[config.mk]
export PLATFORM = sky130hd
export DESIGN_NAME = push_btn_poller
export DESIGN_NICKNAME = d
export VERILOG_FILES = /design/src/rtl/push_btn_poller_pkg.sv /design/src/rtl/push_btn_poller_timer.sv /design/src/rtl/push_btn_poller.sv
export SDC_FILE = /design/constraint.sdc
export NUM_CORES = 1
export LEC_CHECK = 0
export CAP_MARGIN = 20
export CORE_MARGIN = 1
export CORE_UTILIZATION = 46
export CTS_CLUSTER_DIAMETER = 100
export DETAILED_ROUTE_END_ITERATION = 10
export MAX_ROUTING_LAYER = met4
export PLACE_DENSITY = 0.72
export SYNTH_ARGS = -nofsm -noshare
export SYNTH_HDL_FRONTEND = slang
export SYNTH_SLANG_ARGS = --single-unit
[constraint.sdc]
create_clock -name clock -period 2.9 [get_ports clock]
set_clock_uncertainty 0.15 [all_clocks]
set_input_delay 0.87 -clock clock [delete_from_list [all_inputs] [get_ports clock]]
set_output_delay 0.87 -clock clock [all_outputs]
set_load 0.1 [all_outputs]
[src/rtl/push_btn_poller_pkg.sv]
// Shared definitions for the push-button poller: button-block opcodes,
// poller opcodes, FSM state encoding and small decode helpers.
package push_btn_poller_pkg;

  // Opcodes understood by the push-button blocks
  localparam logic [3:0] BTN_OP_NOP = 4'h0;
  localparam logic [3:0] BTN_OP_RBS = 4'h1;

  // Opcodes understood by the poller itself (4..F are illegal)
  localparam logic [3:0] POLL_OP_NOP = 4'h0;
  localparam logic [3:0] POLL_OP_RUN = 4'h1;
  localparam logic [3:0] POLL_OP_HLT = 4'h2;
  localparam logic [3:0] POLL_OP_ONE = 4'h3;

  // Instruction word sent to a button block to read its status
  localparam logic [11:0] RBS_WORD = {BTN_OP_RBS, 8'h00};
  localparam logic [11:0] NOP_WORD = {BTN_OP_NOP, 8'h00};

  typedef enum logic [2:0] {
    ST_RESET  = 3'd0,
    ST_IDLE   = 3'd1,
    ST_WAIT   = 3'd2,
    ST_ISSUE  = 3'd3,
    ST_SAMPLE = 3'd4,
    ST_REPORT = 3'd5,
    ST_ERROR  = 3'd6
  } state_t;

  // One-hot select of button block idx
  function automatic logic [3:0] btn_onehot(input logic [1:0] idx);
    logic [3:0] sel;
    sel = 4'b0001;
    return sel << idx;
  endfunction

  // Six-character ASCII name of a state, for waveform debug
  function automatic logic [47:0] state_name(input state_t st);
    logic [47:0] name;
    case (st)
      ST_RESET:  name = "RESET ";
      ST_IDLE:   name = "IDLE  ";
      ST_WAIT:   name = "WAIT  ";
      ST_ISSUE:  name = "ISSUE ";
      ST_SAMPLE: name = "SAMPLE";
      ST_REPORT: name = "REPORT";
      ST_ERROR:  name = "ERROR ";
      default:   name = "??????";
    endcase
    return name;
  endfunction

  // Three-character ASCII name of a poller opcode, for waveform debug
  function automatic logic [23:0] op_name(input logic [3:0] op);
    logic [23:0] name;
    case (op)
      POLL_OP_NOP: name = "NOP";
      POLL_OP_RUN: name = "RUN";
      POLL_OP_HLT: name = "HLT";
      POLL_OP_ONE: name = "ONE";
      default:     name = "ERR";
    endcase
    return name;
  endfunction

endpackage

[src/rtl/push_btn_poller_timer.sv]
// Wait-interval counter: loads a start value, counts down to zero and
// holds there, flagging zero from a register.
module poll_timer #(
  parameter int PollSize = 17
) (
  input  logic                clock,
  input  logic                reset,
  input  logic                load,
  input  logic                dec,
  input  logic [PollSize-1:0] load_value,
  output logic                zero
);

  logic [PollSize-1:0] count;

  // Countdown register with load priority over decrement
  always_ff @(posedge clock) begin
    if (reset) begin
      count <= {PollSize{1'b0}};
      zero  <= 1'b1;
    end else if (load) begin
      count <= load_value;
      zero  <= (load_value == {PollSize{1'b0}});
    end else if (dec && !zero) begin
      count <= count - PollSize'(1);
      zero  <= (count == PollSize'(1));
    end else begin
      count <= count;
      zero  <= zero;
    end
  end

endmodule

[src/rtl/push_btn_poller.sv]
// Push-button poller: sweeps four push-button blocks with RBS reads,
// collects which were pressed and reports them with a valid/ready event,
// either once or periodically with a programmable idle gap.
module push_btn_poller
  import push_btn_poller_pkg::*;
#(
  parameter int PollWait = 100000,
  parameter int PollSize = 17
) (
  input  logic        clock,
  input  logic        reset,
  input  logic [11:0] inst,
  input  logic        inst_en,
  output logic [11:0] btn_inst,
  output logic [3:0]  btn_inst_en,
  input  logic [3:0]  btn_status,
  output logic        evt_valid,
  output logic [3:0]  evt_mask,
  input  logic        evt_ready
);

  state_t      state;
  state_t      state_next;
  logic        run;
  logic        run_next;
  logic [1:0]  idx;
  logic [1:0]  idx_next;
  logic [3:0]  acc;
  logic [3:0]  acc_next;
  logic [3:0]  acc_capture;
  logic [3:0]  opcode;
  logic        run_cmd;
  logic        hlt_cmd;
  logic        one_cmd;
  logic        bad_cmd;
  logic        timer_load;
  logic        timer_dec;
  logic        timer_zero;
  logic [47:0] dbg_state;
  logic [47:0] dbg_state_next;
  logic [23:0] dbg_opcode;
  logic        unused_bits;

  assign opcode  = inst[11:8];
  assign run_cmd = inst_en && (opcode == POLL_OP_RUN);
  assign hlt_cmd = inst_en && (opcode == POLL_OP_HLT);
  assign one_cmd = inst_en && (opcode == POLL_OP_ONE);
  assign bad_cmd = inst_en && (opcode > POLL_OP_ONE);

  // Accumulator with the bit of the block being sampled replaced by its status
  always_comb begin
    acc_capture      = acc;
    acc_capture[idx] = btn_status[idx];
  end

  // Next-state, run-flag, index and accumulator decisions
  always_comb begin
    state_next = state;
    run_next   = run;
    idx_next   = idx;
    acc_next   = acc;
    case (state)
      ST_RESET: begin
        state_next = ST_IDLE;
        run_next   = 1'b0;
      end
      ST_ERROR: begin
        state_next = ST_ERROR;
        run_next   = 1'b0;
      end
      ST_IDLE, ST_WAIT, ST_ISSUE, ST_SAMPLE, ST_REPORT: begin
        if (bad_cmd) begin
          state_next = ST_ERROR;
          run_next   = 1'b0;
        end else begin
          if (run_cmd) begin
            run_next = 1'b1;
          end else if (hlt_cmd) begin
            run_next = 1'b0;
          end else begin
            run_next = run;
          end
          case (state)
            ST_IDLE: begin
              if (run_cmd || one_cmd) begin
                state_next = ST_ISSUE;
                idx_next   = 2'd0;
                acc_next   = 4'h0;
              end else begin
                state_next = ST_IDLE;
              end
            end
            ST_WAIT: begin
              if (hlt_cmd) begin
                state_next = ST_IDLE;
              end else if (timer_zero) begin
                state_next = ST_ISSUE;
                idx_next   = 2'd0;
                acc_next   = 4'h0;
              end else begin
                state_next = ST_WAIT;
              end
            end
            ST_ISSUE: begin
              state_next = ST_SAMPLE;
            end
            ST_SAMPLE: begin
              acc_next = acc_capture;
              if (idx != 2'd3) begin
                state_next = ST_ISSUE;
                idx_next   = idx + 2'd1;
              end else if (acc_capture != 4'h0) begin
                state_next = ST_REPORT;
              end else if (run_next) begin
                state_next = ST_WAIT;
              end else begin
                state_next = ST_IDLE;
              end
            end
            ST_REPORT: begin
              if (evt_ready) begin
                state_next = run_next ? ST_WAIT : ST_IDLE;
              end else begin
                state_next = ST_REPORT;
              end
            end
            default: begin
              state_next = ST_ERROR;
            end
          endcase
        end
      end
      default: begin
        state_next = ST_ERROR;
        run_next   = 1'b0;
      end
    endcase
  end

  assign timer_load = (state_next == ST_WAIT) && (state != ST_WAIT);
  assign timer_dec  = (state == ST_WAIT);

  poll_timer #(
    .PollSize (PollSize)
  ) u_poll_timer (
    .clock      (clock),
    .reset      (reset),
    .load       (timer_load),
    .dec        (timer_dec),
    .load_value (PollSize'(PollWait - 1)),
    .zero       (timer_zero)
  );

  // State registers and outputs registered from the state being entered
  always_ff @(posedge clock) begin
    if (reset) begin
      state       <= ST_RESET;
      run         <= 1'b0;
      idx         <= 2'd0;
      acc         <= 4'h0;
      btn_inst    <= 12'h000;
      btn_inst_en <= 4'h0;
      evt_valid   <= 1'b0;
      evt_mask    <= 4'h0;
    end else begin
      state       <= state_next;
      run         <= run_next;
      idx         <= idx_next;
      acc         <= acc_next;
      btn_inst    <= (state_next == ST_ISSUE) ? RBS_WORD : NOP_WORD;
      btn_inst_en <= (state_next == ST_ISSUE) ? btn_onehot(idx_next) : 4'h0;
      evt_valid   <= (state_next == ST_REPORT);
      evt_mask    <= (state_next == ST_REPORT) ? acc_next : 4'h0;
    end
  end

  // ASCII decodes of current/next state and incoming opcode for waveforms
  always_comb begin
    dbg_state      = state_name(state);
    dbg_state_next = state_name(state_next);
    dbg_opcode     = op_name(opcode);
  end

  // Debug decodes and the ignored operand byte have no functional sink
  assign unused_bits = ^{dbg_state, dbg_state_next, dbg_opcode, inst[7:0]};

endmodule
==> results.yml <==
finish:
  area_growth_pct: 18.01
  multiInputGateArea_sq_um: 1318
  nets: 298
  final_core_util_pct: 58.08
  layout_commonest_cell: "dfxtp_1"
  drive_above_1_share_pct: 23.83
  most-common-layout-cells: "dfxtp_1, buf_4, nor2_1"
  final_cells: 329
  antenna-diode-count: 0
  seq_area_sq_um: 760.7
  fillers: 421
pwr:
  peakVddDrop_mv: 0.4550
  switching_share_pct: 37.84
  p_seq_share_pct: 39.2
  comb_power_share_pct: 35.4
  pwr-share-clk_pct: 25.4
  internal_power_mw: 1.084
  switchingPower_mw: 0.6600
  p_leak_nw: 0.9708
  power.total_mw: 1.744
  p_per_area_nw_per_um2: 671.1
synthesis:
  synth-main-ff-cell: "dfxtp_1"
  synthCells: 241
  synth-async-reset-ratio_pct: 0
  synth_area_sq_um: 2202
  ys_seq_elements: 38
  yosysUniqueCellTypes: 63
  ys_seq_area_share_pct: 34.55
  synth_edf_count: 0
  yosysWarnings: 0
  postSynthAreaPerCell_sq_um: 9.137
timing:
  finalCritPeriodShare_pct: 94.62
  max_freq_mhz: 364.5
  setup_ws_ns: 0.1562
  slew_headroom_pct: 57.11
  setup_viol: 0
  worstMarginPinSlew_ns: 0.6425
  fin_crit_ns: 2.744
  rsz0062_at_grt: "false"
  slew_viol_final: 0
  hold_ws_ns: 0.3900
  hold_violations: 0
grt:
  grt_max_degree: 24
  grtUsageTotal_pct: 19.85
  grt_pass1_vias: 1771
  overflow: 0
  grt_pass1_wl_microns: 7707
  antenna_found_initial: 0
placement:
  dpl.cell_count: 321
  place.gp.congestion: 0.8751
  pre_cts_slack_ns: -0.1290
  dp_hpwl_microns: 3436
  port_buffers: 21
clock_network:
  numCtsBuffers: 5
  cts.clk_slew.worst_paths_ns: 0.07
  ctsHoldBuffers: 0
  cts_max_level: 2
  clock-sinks: 38
  post_cts_buffers: 0
  cts_resized: 0
  root_buffer: "clkbuf_8"
  worstSkewPairLatency_ns: 0.29
  cts_tree: "built"
  clock_path_buffers: 2
worst_setup_path:
  rrSetupSlack_ns: 0.50
  r2r-end: "btn_inst_en[3]"
  cp_cell_sequence: "clkdlybuf4s50_1, nor3b_1, o2111ai_1, a311oi_1, and4bb_4, nor4_2"
  slowest_delay_ns: 0.44
  startpoint_type: "primary input"
  ff2ff_path_depth: 5
  r2r-start: "idx[0]"
  crit_type: "primary input to flip-flop"
  endpoint_kind: "flip-flop"
  slowest_stage: "clkdlybuf4s50_1"
  crit_family: "simple AND/OR/NAND/NOR gates"
  arrival_ns: 2.79
  cp_max_fo: 6
  critPathRequiredTime_ns: 2.94
  cp.buffers_inverters: 1
detailed_routing:
  ant_nets: 0
  vias: 1866
  wire_per_inst_microns: 14.05
  vias_per_cell: 5.672
  drc_errors: 0
  wl_microns: 4622
  drtPass1Iterations: 4
  drt-initial-drc-count: 41
worst_hold_path:
  whs_path_depth: 2
  hold_class: "flip-flop to flip-flop"
  hp-start: "acc[0]"
  whs_endpoint: "acc[0]"
floorplanning:
  core-area_sq_um: 4474
  die_h_microns: 71.19
  die_area_sq_um: 5068
  die_x_microns: 71.19
  rows: 24
  io_pins: 41
  start_util_pct: 49.22
outcome:
  outcome: "finished clean"
job:
  drv_cap: 0
[how the worst max path moves through the flow]
stage / cells past startpoint / start / to / slack, ns
finish: 6 / btn_status[3] / btn_inst_en[3] / 0.16
global route: 7 / inst[10] / u_poll_timer.count[12] / 0.05
CTS: 7 / inst_en / u_poll_timer.count[12] / 0.18
detailed placement: 7 / inst_en / u_poll_timer.count[12] / -0.13
global placement: 8 / inst[10] / btn_inst_en[1] / -0.08
floorplan: 6 / inst[10] / u_poll_timer.count[15] / 0.54
[worst min-delay path, stage by stage, from the launching register on]
cell     delay [ns]
dfxtp_1        0.35
a32oi_1        0.08
nor2_1         0.08
[metrics by stage]
step / TNS, ns / instance area (sq um)
final: 0 / 2599
after global routing: 0 / 2599
after CTS: 0 / 2599
after detailed placement: -2.277 / 2490
after global placement: -1.231 / 2490
after floorplan: 0 / 2240
[kinds of logic after synthesis]
logic type               count (synthesis)  synth area share [%]
buffers and inverters                   27                 7.329
AO/OA/AOI/OAI                           60                 21.31
XOR/XNOR                                17                 6.761
adder cells (fa/ha/maj)                  2                 1.136
flip-flops                              38                 34.55
other                                    1                0.1703
AND/OR/NAND/NOR                         96                 28.75
[Yosys cell counts (all sizes together), types with 3 or more instances]
cell,number,share of area [%]
nand2,7,1.2
inv,5,0.85
o221ai,3,1.2
a32oi,3,1.2
and2,7,2.0
buf,18,5.8
nor2,26,4.5
xor2,10,4.0
nor2b,8,2.3
dfxtp,38,35
nand4,6,2.0
nor3,13,3.0
nor3b,4,2.4
o21a,3,1.0
clkbuf,4,0.68
o21ai,15,5.1
a21oi,13,3.1
nand3,4,0.91
nor4b,5,3.6
nor4,7,2.6
xnor2,7,2.8
[sequential cells by signal, indices dropped and copies added, names as in the netlist]
| register | count |
|---|---|
| acc | 4 |
| btn_inst | 1 |
| btn_inst_en | 4 |
| evt_mask | 4 |
| evt_valid | 1 |
| idx | 2 |
| run | 1 |
| state | 3 |
| u_poll_timer.count | 17 |
| u_poll_timer.zero | 1 |
[power groups by stage]
stage	registers [mW]	logic [mW]	clock network (mW)
final	0.683	0.617	0.444
after CTS	0.682	0.616	0.452
after global routing	0.694	0.667	0.479
after detailed placement	0.693	0.613	0
after global placement	0.689	0.605	0
after floorplan	0.693	0.478	0
[layout make-up]
cell class                 count  area share (%)
clock inverter                 3           1.541
multi-input combinational    186           50.70
sequential                    38           29.27
tap                           52           2.504
timing repair buffer          40           12.61
inverter                       5          0.7222
clock buffer                   5           2.648
[metal layers]
layer	track usage, %	vias to the layer above	part of all wire (%)	wire length, microns
li1	-	939	-	-
met1	23.48	874	45	2096
met2	32.38	38	48	2215
met3	4.131	15	3.7	173
met4	8.889	0	2.9	136
met5	-	-	0	0
No activity file was read; power rests on OpenSTA's default activity.
